$ cat config.mk
export PLATFORM = sky130hd
export DESIGN_NAME = alu_display_ctrl_flat
export DESIGN_NICKNAME = d
export VERILOG_FILES = /design/src/rtl/alu_display_ctrl_if.sv /design/src/rtl/alu_display_ctrl.sv /design/src/flat_wrapper.sv
export SDC_FILE = /design/constraint.sdc
export NUM_CORES = 1
export LEC_CHECK = 0
export CORE_UTILIZATION = 56
export CTS_BUF_LIST = sky130_fd_sc_hd__clkbuf_4
export CTS_CLUSTER_DIAMETER = 50
export DETAILED_ROUTE_END_ITERATION = 12
export PLACE_DENSITY = 0.83
export SLEW_MARGIN = 20
export SYNTH_ARGS = -nofsm -noshare
export SYNTH_HDL_FRONTEND = slang
export SYNTH_SLANG_ARGS = --single-unit
$ cat constraint.sdc
create_clock -name CLK100MHZ -period 3.95 [get_ports CLK100MHZ]
set_input_delay 0.79 -clock CLK100MHZ [delete_from_list [all_inputs] [get_ports CLK100MHZ]]
set_output_delay 0.79 -clock CLK100MHZ [all_outputs]
set_load 0.005 [all_outputs]
$ cat src/rtl/alu_display_ctrl_if.sv
// Bus between the ALU display controller, the ALU datapath and the user/display side.
// The controller connects through the slave modport; the driving side uses master.
interface alu_display_ctrl_if #(
  parameter int WIDTH = 4
);
  logic             c_out;
  logic             DispCont;
  logic [3:0]       OpCode;
  logic [WIDTH-1:0] A;
  logic [WIDTH-1:0] B;
  logic [WIDTH-1:0] out;
  logic [2:0]       op;
  logic             mode;
  logic             c_in;
  logic [4:0]       digit_holder;
  logic [7:0]       an;
  logic             conv_busy;

  modport master (
    output c_out, DispCont, OpCode, A, B, out,
    input  op, mode, c_in, digit_holder, an, conv_busy
  );

  modport slave (
    input  c_out, DispCont, OpCode, A, B, out,
    output op, mode, c_in, digit_holder, an, conv_busy
  );
endinterface

$ cat src/rtl/alu_display_ctrl.sv
// ALU front-end controller: OpCode decode, iterative binary-to-BCD conversion of the
// ALU result, and an 8-digit multiplexed display scanner.
module alu_display_ctrl #(
  parameter int WIDTH       = 4,
  parameter int BCD_DIGITS  = 2,
  parameter int REFRESH_DIV = 100000
) (
  input logic               CLK100MHZ,
  input logic               reset,
  alu_display_ctrl_if.slave bus
);
  localparam int H     = WIDTH / 4;
  localparam int BCD_W = 4 * BCD_DIGITS;
  localparam int CNT_W = $clog2(WIDTH + 1);
  localparam int PRE_W = (REFRESH_DIV > 1) ? $clog2(REFRESH_DIV) : 1;

  typedef enum logic [1:0] {IDLE, LOAD, SHIFT, DONE} conv_state_e;

  conv_state_e      state_q, state_d;
  logic [2:0]       op_q, op_d;
  logic             mode_q, mode_d, c_in_q, c_in_d;
  logic [WIDTH-1:0] conv_val_q, conv_val_d, shreg_q, shreg_d, last_val_q, last_val_d;
  logic [BCD_W-1:0] scratch_q, scratch_d, disp_bcd_q, disp_bcd_d;
  logic [CNT_W-1:0] bit_cnt_q, bit_cnt_d;
  logic             busy_q, busy_d;
  logic [PRE_W-1:0] pre_q, pre_d;
  logic [2:0]       idx_q, idx_d;
  logic [7:0]       an_q, an_d;
  logic [4:0]       dh_q, dh_d;
  logic [4:0]       code;
  logic             tick;
  logic             minus;
  int               pos;

  function automatic logic [BCD_W-1:0] add3(input logic [BCD_W-1:0] v);
    add3 = v;
    for (int i = 0; i < BCD_DIGITS; i++) begin
      if (v[4*i +: 4] >= 4'd5) add3[4*i +: 4] = v[4*i +: 4] + 4'd3;
    end
  endfunction

  always_comb begin
    {mode_d, op_d, c_in_d} = 5'b0_000_0;
    case (bus.OpCode)
      4'b0000: {mode_d, op_d, c_in_d} = 5'b1_000_0;
      4'b0001: {mode_d, op_d, c_in_d} = 5'b1_001_0;
      4'b0010: {mode_d, op_d, c_in_d} = 5'b0_110_0;
      4'b0011: {mode_d, op_d, c_in_d} = 5'b0_111_0;
      4'b0100: {mode_d, op_d, c_in_d} = 5'b1_010_0;
      4'b0101: {mode_d, op_d, c_in_d} = 5'b1_011_1;
      4'b0110: {mode_d, op_d, c_in_d} = 5'b1_110_0;
      4'b0111: {mode_d, op_d, c_in_d} = 5'b1_111_1;
      4'b1000: {mode_d, op_d, c_in_d} = 5'b1_100_0;
      4'b1001: {mode_d, op_d, c_in_d} = 5'b1_101_1;
      4'b1010: {mode_d, op_d, c_in_d} = 5'b0_000_0;
      4'b1011: {mode_d, op_d, c_in_d} = 5'b0_001_0;
      4'b1100: {mode_d, op_d, c_in_d} = 5'b0_010_0;
      4'b1101: {mode_d, op_d, c_in_d} = 5'b0_011_0;
      4'b1110: {mode_d, op_d, c_in_d} = 5'b0_100_0;
      default: {mode_d, op_d, c_in_d} = 5'b0_101_0;
    endcase
  end

  always_ff @(posedge CLK100MHZ or posedge reset) begin
    if (reset) state_q <= IDLE;
    else       state_q <= state_d;
  end

  always_comb begin
    state_d = state_q;
    case (state_q)
      IDLE:    if (bus.out != last_val_q) state_d = LOAD;
      LOAD:    state_d = SHIFT;
      SHIFT:   if (bit_cnt_q == CNT_W'(WIDTH - 1)) state_d = DONE;
      DONE:    state_d = IDLE;
      default: state_d = IDLE;
    endcase
  end

  // The displayed digits only change in DONE, so a new result arriving mid-conversion
  // is picked up by the mismatch test once the FSM is back in IDLE.
  always_comb begin
    conv_val_d = conv_val_q;
    shreg_d    = shreg_q;
    scratch_d  = scratch_q;
    bit_cnt_d  = bit_cnt_q;
    disp_bcd_d = disp_bcd_q;
    last_val_d = last_val_q;
    busy_d     = busy_q;
    case (state_q)
      IDLE: busy_d = (state_d == LOAD);
      LOAD: begin
        conv_val_d = bus.out;
        shreg_d    = bus.out;
        scratch_d  = '0;
        bit_cnt_d  = '0;
      end
      SHIFT: begin
        {scratch_d, shreg_d} = {add3(scratch_q), shreg_q} << 1;
        bit_cnt_d = bit_cnt_q + CNT_W'(1);
      end
      DONE: begin
        disp_bcd_d = scratch_q;
        last_val_d = conv_val_q;
        busy_d     = 1'b0;
      end
      default: busy_d = 1'b0;
    endcase
  end

  assign minus = mode_q & ~bus.c_out & ~(bus.OpCode inside {4'b0100, 4'b0110, 4'b1000});

  always_comb begin
    tick  = (pre_q == PRE_W'(REFRESH_DIV - 1));
    pre_d = tick ? '0 : pre_q + PRE_W'(1);
    idx_d = tick ? idx_q + 3'd1 : idx_q;
    pos   = int'(idx_d);
    code  = 5'd16;
    if (bus.DispCont) begin
      if (pos < H)          code = {1'b0, bus.B[4*pos +: 4]};
      else if (pos < 2 * H) code = {1'b0, bus.A[4*(pos-H) +: 4]};
      else if (pos == 2 * H) code = {1'b0, bus.OpCode};
    end else begin
      if (pos < BCD_DIGITS)                code = {1'b0, disp_bcd_q[4*pos +: 4]};
      else if (pos == BCD_DIGITS && minus) code = 5'd17;
    end
    an_d = tick ? ~(8'd1 << idx_d) : an_q;
    dh_d = tick ? code : dh_q;
  end

  always_ff @(posedge CLK100MHZ or posedge reset) begin
    if (reset) begin
      op_q       <= 3'b000;
      mode_q     <= 1'b0;
      c_in_q     <= 1'b0;
      conv_val_q <= '0;
      shreg_q    <= '0;
      last_val_q <= '0;
      scratch_q  <= '0;
      disp_bcd_q <= '0;
      bit_cnt_q  <= '0;
      busy_q     <= 1'b0;
      pre_q      <= '0;
      idx_q      <= 3'd7;
      an_q       <= 8'hFF;
      dh_q       <= 5'd16;
    end else begin
      op_q       <= op_d;
      mode_q     <= mode_d;
      c_in_q     <= c_in_d;
      conv_val_q <= conv_val_d;
      shreg_q    <= shreg_d;
      last_val_q <= last_val_d;
      scratch_q  <= scratch_d;
      disp_bcd_q <= disp_bcd_d;
      bit_cnt_q  <= bit_cnt_d;
      busy_q     <= busy_d;
      pre_q      <= pre_d;
      idx_q      <= idx_d;
      an_q       <= an_d;
      dh_q       <= dh_d;
    end
  end

  assign bus.op           = op_q;
  assign bus.mode         = mode_q;
  assign bus.c_in         = c_in_q;
  assign bus.an           = an_q;
  assign bus.digit_holder = dh_q;
  assign bus.conv_busy    = busy_q;
endmodule

$ cat src/flat_wrapper.sv
// flat-port wrapper written by rule: the top's interface ports become plain ports
module alu_display_ctrl_flat 
#(
  parameter int WIDTH       = 4,
  parameter int BCD_DIGITS  = 2,
  parameter int REFRESH_DIV = 100000
)
  (CLK100MHZ, reset, bus_c_out, bus_DispCont, bus_OpCode, bus_A, bus_B, bus_out, bus_op, bus_mode, bus_c_in, bus_digit_holder, bus_an, bus_conv_busy);
  alu_display_ctrl_if #(.WIDTH(WIDTH)) bus_i ();
  input logic CLK100MHZ;
  input logic reset;
  input wire logic [$bits(bus_i.c_out)-1:0] bus_c_out;
  input wire logic [$bits(bus_i.DispCont)-1:0] bus_DispCont;
  input wire logic [$bits(bus_i.OpCode)-1:0] bus_OpCode;
  input wire logic [$bits(bus_i.A)-1:0] bus_A;
  input wire logic [$bits(bus_i.B)-1:0] bus_B;
  input wire logic [$bits(bus_i.out)-1:0] bus_out;
  output wire logic [$bits(bus_i.op)-1:0] bus_op;
  output wire logic [$bits(bus_i.mode)-1:0] bus_mode;
  output wire logic [$bits(bus_i.c_in)-1:0] bus_c_in;
  output wire logic [$bits(bus_i.digit_holder)-1:0] bus_digit_holder;
  output wire logic [$bits(bus_i.an)-1:0] bus_an;
  output wire logic [$bits(bus_i.conv_busy)-1:0] bus_conv_busy;
  assign bus_i.c_out = bus_c_out;
  assign bus_i.DispCont = bus_DispCont;
  assign bus_i.OpCode = bus_OpCode;
  assign bus_i.A = bus_A;
  assign bus_i.B = bus_B;
  assign bus_i.out = bus_out;
  assign bus_op = bus_i.op;
  assign bus_mode = bus_i.mode;
  assign bus_c_in = bus_i.c_in;
  assign bus_digit_holder = bus_i.digit_holder;
  assign bus_an = bus_i.an;
  assign bus_conv_busy = bus_i.conv_busy;
  alu_display_ctrl #(.WIDTH(WIDTH), .BCD_DIGITS(BCD_DIGITS), .REFRESH_DIV(REFRESH_DIV)) u_core (.CLK100MHZ(CLK100MHZ), .reset(reset), .bus(bus_i));
endmodule
== Word level (Yosys, flattened, before mapping) ==
Memories as Yosys holds them, arrays and structs flattened. A register that Yosys moved wholly into a read port is not among the register bits.
Index checks and enable logic that the tools add are counted.

* Add/subtract/negate cells: 6
* $lt $le $gt $ge: 4
* Equality and inequality tests: 11
* Shifts and indexed selects: 4
* Mux-type cells: 17
* Bitwise logic cells: 5
* Reduce and logical (&&, ||, !) cells: 5

{| class="wikitable"
|+ Operators with widths
! cell !! number
|-
| variable part select 4 x 32 -> 4 bit || 1
|-
| two-way mux 5 bit || 5
|-
| adder 17 x 1 -> 17 bit (second input constant) || 1
|-
| equality test 17 bit (second input constant) || 1
|-
| two-way mux 17 bit || 1
|-
| one-hot mux 8 bit (2 select lines) || 1
|-
| equality test 4 x 3 -> 1 bit (second input constant) || 2
|-
| greater-or-equal comparator 4 x 3 -> 1 bit (second input constant) || 2
|-
| inverter 8 bit || 1
|-
| one-hot mux 2 bit (4 select lines) || 1
|-
| one-hot mux 4 bit (2 select lines) || 1
|-
| variable part select 8 x 6 -> 4 bit || 1
|-
| << shifter 1 x 3 -> 8 bit (first input constant) || 1
|-
| adder 3 x 1 -> 3 bit (second input constant) || 2
|-
| two-way mux 3 bit || 2
|-
| one-hot mux 3 bit (2 select lines) || 1
|-
| variable part select 4 x 6 -> 4 bit || 1
|-
| adder 4 x 2 -> 4 bit (second input constant) || 1
|-
| equality test 2 x 1 -> 1 bit (second input constant) || 2
|-
| equality test 2 bit (second input constant) || 2
|-
| equality test 4 bit (second input constant) || 1
|-
| two-way mux 2 bit || 2
|-
| two-way mux 4 bit || 1
|-
| inequality test 4 bit || 1
|-
| 14 further kinds || 17
|}

* Bits in registers: 67
* Memory bits (read-only): 80
* Bits of input ports: 20
* Output and inout bits: 19
* Logic and storage cells: 65
* Memories kept: 1

{| class="wikitable"
|+ Memories
! memory !! depth !! width !! rd ports !! clocked after Yosys merged registers in !! write ports !! line !! source
|-
| (name not given) || 16 || 5 || 1 || 1 || 0 || alu_display_ctrl.sv:44 || <nowiki>case (bus.OpCode)</nowiki>
|}

== Depth between registers and ports, before layout ==
* Word-level depth: 8
* Mapped depth: 13
* Depth with buffers taken out: 10

== Worst setup path before layout ==
Ideal clock, no wire load.

* Path type: reg2reg
* Start: reg u_core.pre_q[0]
* End: reg u_core.dh_q[0], in the netlist u_core.bus.digit_holder[0]
* Library setup time: 0.125 ns
* Arrival time: 2.717 ns
* Required time: 3.825 ns
* Slack: 1.108 ns
* Stages on the path, launching flop included: 14
* Buffers on the path: 3
* Period minus slack after synthesis: 2.842 ns
* Cell sequence: dfrtp_1 > ha_1 > and4_1 > and4_1 > buf_6 > buf_12 > buf_6 > mux2i_1 > ha_1 > nor2b_1 > mux4_2 > nand2_1 > o21ai_0 > mux2_2

* Longest elaborated chain between the ends: 7
* Elaborated cells on any way between the ends: 16
* Those cells by class: add/sub: 1; order compare: 2; eq/ne: 2; shift: 3; mux: 7; reduce/logical: 1

{| class="wikitable"
|+ RTL lines
! element !! line !! source
|-
| start: declaration || alu_display_ctrl.sv:26 || <nowiki>logic [PRE_W-1:0] pre_q, pre_d;</nowiki>
|-
| start signal: assignment || alu_display_ctrl.sv:158 || <nowiki>pre_q <= pre_d;</nowiki>
|-
| equality test 17 bit * || alu_display_ctrl.sv:114 || <nowiki>tick = (pre_q == PRE_W'(REFRESH_DIV - 1));</nowiki>
|-
| two-way mux 3 bit || alu_display_ctrl.sv:116 || <nowiki>idx_d = tick ? idx_q + 3'd1 : idx_q;</nowiki>
|-
| subtractor 3 x 1 -> 4 bit or equality test 3 bit (tied branches) || alu_display_ctrl.sv:121, alu_display_ctrl.sv:122, alu_display_ctrl.sv:125 ||
|-
| variable part select 4 x 32 -> 4 bit, or another cell as far along || alu_display_ctrl.sv:121 || <nowiki>else if (pos < 2 * H) code = {1'b0, bus.A[4*(pos-H) +: 4]};</nowiki>
|-
| two-way mux 5 bit or two-way mux 1 bit (tied branches) || alu_display_ctrl.sv:121, alu_display_ctrl.sv:125 ||
|-
| two-way mux 5 bit, on equally long branches || alu_display_ctrl.sv:120, alu_display_ctrl.sv:124 ||
|-
| two-way mux 5 bit || alu_display_ctrl.sv:119 || <nowiki>if (bus.DispCont) begin</nowiki>
|-
| end signal: assignment || alu_display_ctrl.sv:161 || <nowiki>dh_q <= dh_d;</nowiki>
|-
| end: declaration || alu_display_ctrl.sv:29 || <nowiki>logic [4:0] dh_q, dh_d;</nowiki>
|}

Every way passes the cells marked *; elsewhere a longest branch is shown, timed or not.
A chain may end at the register's enable or synchronous reset.

== Worst setup path after layout ==
* Start: reg u_core.pre_q[0]
* End: reg u_core.dh_q[2], in the netlist u_core.bus.digit_holder[2]

* Longest elaborated chain between the ends: 7
* Elaborated cells on any way between the ends: 14
* Those cells by class: add/sub: 1; order compare: 2; eq/ne: 2; shift: 3; mux: 6

{| class="wikitable"
|+ RTL lines
! element !! line !! source
|-
| equality test 17 bit * || alu_display_ctrl.sv:114 ||
|-
| two-way mux 3 bit || alu_display_ctrl.sv:116 ||
|-
| subtractor 3 x 1 -> 4 bit or equality test 3 bit (tied branches) || alu_display_ctrl.sv:121, alu_display_ctrl.sv:122 ||
|-
| variable part select 4 x 32 -> 4 bit or two-way mux 5 bit (tied branches) || alu_display_ctrl.sv:121, alu_display_ctrl.sv:122 ||
|-
| two-way mux 5 bit || alu_display_ctrl.sv:121 ||
|-
| two-way mux 5 bit || alu_display_ctrl.sv:120 || <nowiki>if (pos < H) code = {1'b0, bus.B[4*pos +: 4]};</nowiki>
|-
| two-way mux 5 bit || alu_display_ctrl.sv:119 ||
|}

Marks and branches as above.

==> results.toml <==
[power]
combPwrFrac = 0.258
p_leak_nw = 1.79
power.internal_mw = 1.42
switchingPower_uw = 625
pwr-share-seq = 0.459
total_power_mw = 2.04
pwr-share-clk = 0.283
powerDensity_nw_per_um2 = 490
p_sw_frac = 0.306
ir_worst_vdd_v = 0.000513

[global_route]
grt_overflow = 0
grt_usage = 0.229
grt_pass1_wl_mm = 11.1
grt_max_degree = 39
antenna_found_initial = 0
grt_pass1_vias = 2463

[final_layout]
nets = 396
final_cell_mix = "60 x dfrtp_1, 38 x clkdlybuf4s50_1, 33 x nor2_1"
diodes = 0
syn_to_final_growth_pct = 16.3
num-fill-cells = 441
final_common_cell = "dfrtp_1"
drive_above_1_share = 0.155

[logic_synthesis]
postSynthAreaPerCell_um2 = 11.0
synth-seq-area-share = 0.507
syn_area_um2 = 3580
synthDistinctLibCells = 43
synth-main-ff-cell = "dfrtp_1"
ys_async_sr_fraction = 1.00
synthesis.nets = 358
synth-seq-cells = 72
yosysWarnings = 0
syn_inst = 325
synth-edff-count = 0

[clock_network]
clock_latency_ns = 0.43
cts-resized-gates = 0
cts-buffers-inserted = 9
cts_tree = "built"
post_cts_buffers = 0
cts_buffer_depth = 2
path_clk_slew_ns = 0.12
clockRootBuffer = "clkbuf_4"
htree_levels = 3
postCtsHoldBufs = 0
clock-sinks = 72

[route]
vias_per_cell = 5.66
wl_per_cell_um = 15.6
dr.pass1.iters = 4
routed_wl_mm = 6.91
first_iter_violations = 103
via_count = 2509
ant_nets = 0
drc_errors = 0

[place]
gp_congestion = 0.815
io_buffers = 38
dp_hpwl_mm = 4.83

[setup_path]
required_ns = 4.31
rrSetupSlack_ns = 1.06
end_kind = "flip-flop"
critical_path_class = "reg -> reg"
slowest_stage = "nor4b_1"
critPathBufInv = 0
cp_top_family = "simple AND/OR/NAND/NOR gates"
cp_cell_sequence = "ha_1, and4_1, and4_1, mux2i_1, ha_1, nor4b_1, nand2_1, mux2i_1, a211oi_1, o21ai_1"
crit_path_max_incr_delay_ns = 0.47
cp_data_arrival_time_ns = 3.26
worstPathMaxFanout = 5
cp-start-kind = "flip-flop"

[floorplanning]
core_um2 = 6060
die_y_um = 82.0
row_count = 28
io_pins = 39
start_util = 0.591
die_area_um2 = 6720
die_w_um = 82.0

[timing]
fin_crit_ns = 2.89
timing.hold.ws_ns = 0.493
worst_pin_slew_ns = 0.731
fin_skew_ns = 0.0116
max_freq_ghz = 0.346
rsz0062_at_grt = "false"
hold_violations = 0
slew_headroom = 0.512
tns_ns = 0
final-setup-viol-count = 0
drv_slew = 0
fin_crit_sh = 0.732

[worst_hold_path]
hold_path_class = "reg -> reg"

[run]
cap_violations = 0

[status]
outcome = "complete, no violations"
==> power groups by stage <==
stage                     registers, mW  logic (mW)  clock network (mW)
after detailed placement          0.951       0.525                   0
final                             0.938       0.528               0.578
after CTS                         0.938       0.530               0.589
after floorplan                   0.931       0.402                   0
after global placement            0.947       0.498                   0
after global routing              0.955       0.587               0.621
==> worst register-to-register path: cells and delay by family, from the launching register on <==
family | cells | cell delay (ns)
mux | 2 | 0.48
simple gates | 4 | 1.24
fa+ha+maj | 2 | 0.51
compound gates | 2 | 0.21
flops | 1 | 0.41
==> sequential cells by signal, summed over array words and instances (netlist names) <==
signal	count
u_core.bus.digit_holder	5
u_core.disp_bcd_q	8
u_core.bus.mode	1
u_core.bit_cnt_q	3
u_core.pre_q	17
u_core.bus.conv_busy	1
u_core.conv_val_q	4
u_core.scratch_q	8
u_core.bus.c_in	1
u_core.state_q	2
u_core.shreg_q	4
u_core.bus.op	3
u_core.idx_q	3
u_core.bus.an	8
u_core.last_val_q	4
==> cell type report <==
cell class	count	area (um2)	share of cell area
Clock buffer	9	67.6	0.0162
Timing Repair Buffer	41	403	0.0966
Sequential cell	72	1820	0.436
Tap cell	75	93.8	0.0225
Clock inverter	7	110	0.0264
Inverter	19	71.3	0.0171
Multi-Input combinational cell	220	1610	0.385
==> routing by layer <==
metal / vias to the layer above / global-route usage / wire length, um
met5: - / 0 / 0
met4: 0 / 0.153 / 196
met3: 17 / 0.0478 / 216
met2: 50 / 0.367 / 3440
met1: 1234 / 0.277 / 3050
li1: 1208 / - / -
==> cells in the mapped netlist (2+ instances only) <==
master    count  area (um2)
o21ai_0       8        40.0
a22o_1        2        17.5
inv_1        19        71.3
dfrtp_1      60        1500
nor2b_1       5        31.3
mux2_2       22         248
xor2_1       12         105
nor4_1        2        12.5
nand4_1       5        31.3
nor3_1        5        25.0
a31oi_1       3        18.8
and4_1        2        17.5
ha_1         13         163
nor4b_2       2        30.0
o22ai_1       7        43.8
a21oi_1      11        55.1
xnor2_1      14         123
nor2_1       33         124
nand3_1      11        55.1
clkbuf_1      7        26.3
nand2_1      21        78.8
dfstp_2      12         315
buf_2         2        10.0
o21ai_1       3        15.0
nand2b_1      3        18.8
o221ai_1      3        26.3
mux2i_1      19         190
a211oi_1      3        22.5
buf_6         2        22.5
==> path summary, 6_finish.rpt <==
kind | from | to | depth (start not counted)
min in group asynchronous | reset | u_core.pre_q[10] | 2
max in group asynchronous | reset | u_core.bus.an[7] | 3
setup reg to reg | u_core.pre_q[0] | u_core.bus.digit_holder[2] | 10
setup / recovery | u_core.pre_q[0] | u_core.bus.digit_holder[2] | 10
hold / removal | u_core.bit_cnt_q[0] | u_core.bit_cnt_q[0] | 1
hold reg to reg | u_core.bit_cnt_q[0] | u_core.bit_cnt_q[0] | 1
==> cells by family after synthesis <==
logic type	after synthesis	share of synthesized area
xor+xnor	26	0.0635
buf+inv	33	0.0450
compound gates	43	0.0740
flops	72	0.507
fa+ha+maj	13	0.0454
simple gates	96	0.137
mux	42	0.128
==> through the flow <==
step / worst slack (ns) / util / instance area [um2] / std cells
finish: 1.06 / 0.688 / 4170 / 443
global route: 0.795 / 0.688 / 4170 / 443
CTS: 1.06 / 0.688 / 4170 / 443
detailed placement: 1.11 / 0.659 / 3990 / 427
global placement: 1.29 / 0.659 / 3990 / 427
floorplan: 1.11 / - / 3580 / 325
Note: power is estimated with default switching activity, not from simulation.
